## config.mk

```make
export PLATFORM = sky130hd
export DESIGN_NAME = io_event_scheduler
export DESIGN_NICKNAME = d
export VERILOG_FILES = /design/src/rtl/io_event_scheduler.sv
export SDC_FILE = /design/constraint.sdc
export NUM_CORES = 1
export LEC_CHECK = 0
export ABC_AREA = 1
export BUFFER_PORTS_ARGS = -buffer_cell sky130_fd_sc_hd__buf_4
export CAP_MARGIN = 10
export CORE_MARGIN = 4
export CORE_UTILIZATION = 40
export CTS_BUF_LIST = sky130_fd_sc_hd__clkbuf_4 sky130_fd_sc_hd__clkbuf_8
export CTS_CLUSTER_DIAMETER = 50
export DETAILED_ROUTE_END_ITERATION = 8
export PLACE_DENSITY = 0.69
export SLEW_MARGIN = 0
export SYNTH_ARGS = -nofsm -noshare
export SYNTH_HDL_FRONTEND = slang
export SYNTH_SLANG_ARGS = --single-unit
```

## constraint.sdc

```tcl
create_clock -name clk -period 2.55 [get_ports clk]
set_clock_uncertainty 0.05 [all_clocks]
set_input_delay 0.3825 -clock clk [delete_from_list [all_inputs] [get_ports clk]]
set_output_delay 0.3825 -clock clk [all_outputs]
set_load 0.005 [all_outputs]
```

## src/rtl/io_event_scheduler.sv

```systemverilog
// rtl/io_event_scheduler.sv - AP3 input-cell reset sequencer, per-pin debounce/edge detect and round-robin event arbiter
//
// Ports:
//   clk, rst_n          : clock, asynchronous active-low reset
//   iqz[N_IO]           : registered outputs of the input cells (asynchronous, synchronised here)
//   io_rst              : active-high register reset driven to the cells
//   en[N_IO]            : per-pin event enable
//   rise_en, fall_en    : report 0->1 / 1->0 transitions of the debounced level
//   flush               : single-cycle request to re-initialise the cells and drop queued events
//   evt_valid/evt_ready : event handshake to the fabric-side consumer
//   evt_idx, evt_level  : pin index and new debounced level of the presented event
//   ovf[N_IO], ovf_clr  : sticky per-pin lost-event flags and their clear

module io_event_scheduler #(
    parameter int N_IO     = 8,
    parameter int DEBOUNCE = 4,
    parameter int INIT_CYC = 3
) (
    input  logic                    clk,
    input  logic                    rst_n,
    input  logic [N_IO-1:0]         iqz,
    output logic                    io_rst,
    input  logic [N_IO-1:0]         en,
    input  logic                    rise_en,
    input  logic                    fall_en,
    input  logic                    flush,
    output logic                    evt_valid,
    input  logic                    evt_ready,
    output logic [$clog2(N_IO)-1:0] evt_idx,
    output logic                    evt_level,
    output logic [N_IO-1:0]         ovf,
    input  logic                    ovf_clr
);

    localparam int IW = $clog2(N_IO);

    typedef enum logic [1:0] {
        S_INIT  = 2'd0,
        S_PRIME = 2'd1,
        S_RUN   = 2'd2
    } state_t;

    state_t          state, state_nxt;
    logic [3:0]      init_cnt, init_cnt_nxt;

    logic [N_IO-1:0] sync1, sync2;
    logic [N_IO-1:0] stable, stable_nxt;
    logic [3:0]      deb [N_IO];
    logic [3:0]      deb_nxt [N_IO];
    logic [N_IO-1:0] upd;
    logic [N_IO-1:0] new_evt;

    logic [N_IO-1:0] pend, pend_nxt;
    logic [N_IO-1:0] pend_lvl, pend_lvl_nxt;
    logic [N_IO-1:0] ovf_set;
    logic [N_IO-1:0] grant_oh;

    logic [IW-1:0]   last_grant, last_grant_nxt;
    logic [IW-1:0]   grant_idx;
    logic [IW-1:0]   pos;
    logic            grant_found;
    logic            load;

    logic            valid_nxt;
    logic [IW-1:0]   idx_nxt;
    logic            level_nxt;

    // ---------------- sequencing FSM ----------------
    always_ff @(posedge clk or negedge rst_n) begin
        if (!rst_n) begin
            state    <= S_INIT;
            init_cnt <= '0;
        end else begin
            state    <= state_nxt;
            init_cnt <= init_cnt_nxt;
        end
    end

    always_comb begin
        state_nxt    = state;
        init_cnt_nxt = init_cnt;
        if (flush) begin
            state_nxt    = S_INIT;
            init_cnt_nxt = '0;
        end else begin
            case (state)
                S_INIT: begin
                    if (init_cnt == 4'(INIT_CYC - 1)) begin
                        state_nxt    = S_PRIME;
                        init_cnt_nxt = '0;
                    end else begin
                        init_cnt_nxt = init_cnt + 4'd1;
                    end
                end
                S_PRIME: state_nxt = S_RUN;
                S_RUN:   state_nxt = S_RUN;
                default: state_nxt = S_INIT;
            endcase
        end
    end

    assign io_rst = (state == S_INIT);

    // ---------------- debounce and edge qualification ----------------
    // PRIME copies the synchronised level straight into stable so the
    // post-reset cell state never shows up as an event.
    always_comb begin
        stable_nxt = stable;
        upd        = '0;
        for (int i = 0; i < N_IO; i++) begin
            deb_nxt[i] = deb[i];
            if (flush) begin
                deb_nxt[i] = '0;
            end else if (state == S_PRIME) begin
                stable_nxt[i] = sync2[i];
            end else if (state == S_RUN) begin
                if (sync2[i] != stable[i]) begin
                    if (deb[i] == 4'(DEBOUNCE - 1)) begin
                        stable_nxt[i] = sync2[i];
                        deb_nxt[i]    = '0;
                        upd[i]        = 1'b1;
                    end else begin
                        deb_nxt[i] = deb[i] + 4'd1;
                    end
                end else begin
                    deb_nxt[i] = '0;
                end
            end
        end
    end

    // upd is only ever set in RUN without flush, so new_evt inherits that.
    always_comb begin
        for (int i = 0; i < N_IO; i++) begin
            new_evt[i] = upd[i] & en[i] & (sync2[i] ? rise_en : fall_en);
        end
    end

    // ---------------- round-robin arbiter ----------------
    assign load = !evt_valid || evt_ready;

    always_comb begin
        grant_found = 1'b0;
        grant_idx   = '0;
        pos         = '0;
        for (int k = 1; k <= N_IO; k++) begin
            pos = IW'((int'(last_grant) + k) % N_IO);
            if (!grant_found && pend[pos]) begin
                grant_found = 1'b1;
                grant_idx   = pos;
            end
        end
    end

    assign grant_oh = (load && grant_found) ? (N_IO'(1) << grant_idx) : '0;

    // A pin granted this cycle has its pending bit free again, so a fresh
    // event on it simply re-arms the bit rather than counting as a loss.
    always_comb begin
        pend_nxt     = (pend & ~grant_oh) | new_evt;
        ovf_set      = new_evt & pend & ~grant_oh;
        pend_lvl_nxt = pend_lvl;
        for (int i = 0; i < N_IO; i++) begin
            if (new_evt[i]) begin
                pend_lvl_nxt[i] = sync2[i];
            end
        end
        if (flush) begin
            pend_nxt     = '0;
            pend_lvl_nxt = '0;
            ovf_set      = '0;
        end
    end

    always_comb begin
        valid_nxt      = evt_valid;
        idx_nxt        = evt_idx;
        level_nxt      = evt_level;
        last_grant_nxt = last_grant;
        if (flush) begin
            valid_nxt = 1'b0;
        end else if (load) begin
            if (grant_found) begin
                valid_nxt      = 1'b1;
                idx_nxt        = grant_idx;
                level_nxt      = pend_lvl[grant_idx];
                last_grant_nxt = grant_idx;
            end else begin
                valid_nxt = 1'b0;
            end
        end
    end

    // ---------------- datapath registers ----------------
    always_ff @(posedge clk or negedge rst_n) begin
        if (!rst_n) begin
            sync1      <= '0;
            sync2      <= '0;
            stable     <= '0;
            pend       <= '0;
            pend_lvl   <= '0;
            ovf        <= '0;
            evt_valid  <= 1'b0;
            evt_idx    <= '0;
            evt_level  <= 1'b0;
            last_grant <= IW'(N_IO - 1);
            for (int i = 0; i < N_IO; i++) begin
                deb[i] <= '0;
            end
        end else begin
            sync1      <= iqz;
            sync2      <= sync1;
            stable     <= stable_nxt;
            pend       <= pend_nxt;
            pend_lvl   <= pend_lvl_nxt;
            // A clear never wins against an overflow landing in the same cycle.
            ovf        <= (ovf & ~{N_IO{ovf_clr}}) | ovf_set;
            evt_valid  <= valid_nxt;
            evt_idx    <= idx_nxt;
            evt_level  <= level_nxt;
            last_grant <= last_grant_nxt;
            for (int i = 0; i < N_IO; i++) begin
                deb[i] <= deb_nxt[i];
            end
        end
    end

endmodule
```

==> results.md <==
- DP HPWL: between 9000 and 10,000 um
- WP data required: 2760 ps
- Max Clock Freq: 374 MHz
- Setup violators final: 17
- Hold endpoint: sync1[4]
- Die X: 122 um
- NumNets Final: 724
- GRT Residual Overflow: 0
- Max-slew violation count: 0
- 1st-iter DRT viols: 323
- Clock power frac: 11.4%
- EDFF count, synth: 0
- Antenna violations before repair: 0
- CTS Sinks: 94
- Critical Path AT: 2880 ps
- Drt first pass iters: 4
- Status: finished with violations
- Crit Path Class: reg -> reg
- Switching Share: between 40% and 50%
- CTS Buffer Depth: 2
- Total power: 8.52 mW
- Via count: 4,492
- Synthesized flop and latch total: 94
- Critical R2R Capture: ovf[5]
- Finished Layout Cells: ~860
- Largest net degree at the start of global routing: 42
- Startpoint types: register
- Post-Syn Area: 5210 um^2
- Synth Area per Inst: 8.48 um^2
- Placed cells: 842
- Chip height: 122 um
- Post-DRT Antenna Nets: 0
- Via/cell ratio: 5.21
- Leakage: about 3 nW
- # IOs: 37
- CTS buffer count: 9
- Worst-path clk slew: approximately 100 ps
- Number of H-tree levels: 3
- Worst-skew pair later-pin latency: between 300 and 400 ps
- Unique cell type count in the Yosys netlist: 46
- Main flop type after synthesis: dfrtp_1
- Register area share after synthesis: 45.2%
- Crit-path max cell delay: around 600 ps
- Fraction of layout cells with a size suffix above 1: 26.6%
- Mapped Cells: 614
- Clock period minus worst slack: 2670 ps
- Synthesized Nets: 652
- Final worst slack: -122 ps
- Reg power frac: 22.3%
- Total GRT Usage: between 10% and 20%
- Failing checks: setup timing
- CTS tree: yes
- Core box area: 12,700 um^2
- Slowest cell on crit path: dfstp_2
- Diode count: 0
- Logic pwr share: 66.3%
- Reg-to-reg slack, setup: -120 ps
- Pwr Density: 1330 nW/um^2
- CTS root buf: clkbuf_8
- Max-Cap Viols: 0
- Crit-path max FO: 5
- Final wirelength: around 13,000 um
- Cell row count: 41
- Tcrit/Tclk final: 105%
- RD Place Congestion: between 0.9 and 1
- Int Power: 4.40 mW
- Initial core utilization: 41.1%
- CP Capture Type: register
- WL/cell: 15.2 um
- Async SR Flop Fraction: 100%
- R2r worst-path depth: 15
- Relative slew slack: 57.9%
- Global-route wire length before repair: roughly 21,000 um
- Worst Hold Depth: 1
- Hold slack: 52.0 ps
- Worst-margin pin slew: 630 ps
- HP Start: iqz[4]
- Placed cell area: 5950 um^2
- Hold Fails Final Rpt: 0
- Yosys warns: 0
- Post-route cell area: 6420 um^2
- Switching power total: 4.12 mW
- Cells along the critical path: inv_4, ha_4, nand3_4, nand3_1, nand2_2, inv_2, nand4_4, nor2_4, buf_4, nand4_4, nand3_4, and2_4, nand2_1, nand2_2, o22ai_2
- RSZ-0062 raised after global routing: yes
- Hold WC Path Type: in -> reg
- Worst IR Drop VDD: 750 uV
- Area growth, synth to finish: 23.3%
- Die area: 14,900 um^2
- Worst R2R Start: last_grant[0]
- IO buf count: 36
- Vias in the first global route: roughly 4.4k
- Drc violations: 0
-- how the worst max path moves through the flow --
stage	from	endpoint	slack, ps	depth (start not counted)
after floorplan	last_grant[0]	ovf[1]	-40	17
after global placement	last_grant[0]	ovf[2]	-80	15
after detailed placement	last_grant[0]	ovf[2]	-70	15
after CTS	last_grant[0]	ovf[4]	-70	17
after global routing	last_grant[1]	ovf[3]	-290	18
final	last_grant[0]	ovf[5]	-120	15
-- cell usage after synthesis (all sizes together) (3+ instances only) --
library cell / instances / area share (%)
nand2: 126 / 9.9
dfrtp: 91 / 44
inv: 79 / 5.7
nand3: 68 / 7.8
o21ai: 58 / 5.6
nor2: 41 / 3.8
o22ai: 18 / 2.4
a21oi: 17 / 1.7
nor3: 17 / 1.6
ha: 15 / 3.6
xor2: 11 / 2.0
xnor2: 10 / 1.7
nand4: 8 / 1.5
buf: 7 / 1.1
clkbuf: 6 / 0.43
nor4: 6 / 0.72
a22o: 5 / 0.84
and2: 4 / 0.48
and3: 3 / 0.36
clkinv: 3 / 0.22
dfstp: 3 / 1.5
mux2: 3 / 0.65
nand3b: 3 / 0.43
o211ai: 3 / 0.43
-- area by class of cell --
type / count / area, um^2
sequential: 94 / 2360
multi-input combinational: 426 / 2760
clock buffer: 9 / 124
fill: 1210 / 6250
timing repair buffer: 73 / 579
tap: 172 / 215
clock inverter: 7 / 65.1
inverter: 82 / 322
-- cell families (layout without fill, tap and decap cells) --
group	after synthesis	count (layout)	share of synthesized area (%)
XOR/XNOR	21	21	3.68
adder cells (fa/ha/maj)	15	15	3.60
AND/OR/NAND/NOR	276	277	26.7
buffers and inverters	95	171	7.50
multiplexers	3	3	0.649
AO/OA/AOI/OAI	110	110	12.6
flip-flops	94	94	45.2
-- flip-flops by register name (all words and copies together) (netlist names), 4 cells and up --
signal,flops
ovf,8
pend_lvl,8
init_cnt,4
stable,8
pend,8
sync1,8
deb,32
sync2,8
-- worst max-delay path: cells and delay by family (launching register included) --
family	cells	cell delay [ps]
buf+inv	3	270
simple gates	10	1200
flops	1	600
fa+ha+maj	1	360
compound gates	1	60
-- through the flow --
| step | setup WS [ps] | TNS (ps) | util (%) |
|---|---|---|---|
| 2_1_floorplan | -39.6 | -301 | - |
| 3_3_place_gp | -77.3 | -566 | 46.9 |
| 3_5_place_dp | -72.8 | -783 | 46.9 |
| 4_1_cts | -72.2 | -915 | 49.5 |
| 5_1_grt | -292 | -5230 | 50.7 |
| 6_report | -122 | -1660 | 50.7 |
-- timing repair --
item,CTS,global route
pin swaps,17,14
endpoints found under the setup margin,20,23
hold endpoints to repair,33,0
hold buffers,1,0
cloned,1,0
buffers inserted,2,1
resized for setup,22,32
-- cell usage in the layout (no fill, tap or decap), types with 3 or more instances in the layout --
cell,synthesis,final
nand2_1,112,99
dfrtp_1,91,91
inv_1,70,69
buf_4,0,69
o21ai_0,48,48
nand3_1,55,45
nor2_1,34,27
nand2_2,12,19
nor3_1,17,17
o22ai_1,16,16
a21oi_1,16,16
ha_1,15,14
nand3_2,13,12
nand3_4,0,12
xnor2_1,10,10
xor2_1,10,10
clkbuf_8,0,9
nor2_2,3,7
inv_2,8,7
nand2_4,2,7
nor2_4,3,6
nor4_1,6,6
nand4_1,6,6
o21ai_1,9,5
a22o_1,5,5
o21ai_2,1,5
and3_1,3,3
o211ai_1,3,3
nand3b_1,3,3
mux2_2,3,3
inv_8,0,3
dfstp_2,3,3
-- per-layer routing --
layer  global-route usage [%]  vias up  routed length [um]
li1                         -     2204                   -
met1                     24.5     2179                5930
met2                     29.7       83                6430
met3                     3.62       26                 423
met4                     7.21        0                 335
met5                        0        -                   0
-- power groups by stage --
| stage | registers [mW] | clock network (mW) | logic (mW) |
|---|---|---|---|
| after CTS | 1.90 | 1.00 | 5.08 |
| final | 1.90 | 0.971 | 5.65 |
| after floorplan | 1.86 | 0 | 3.38 |
| after detailed placement | 1.93 | 0 | 4.73 |
| after global routing | 1.93 | 1.07 | 6.20 |
| after global placement | 1.92 | 0 | 4.68 |
(Power assumes the default switching activity.)
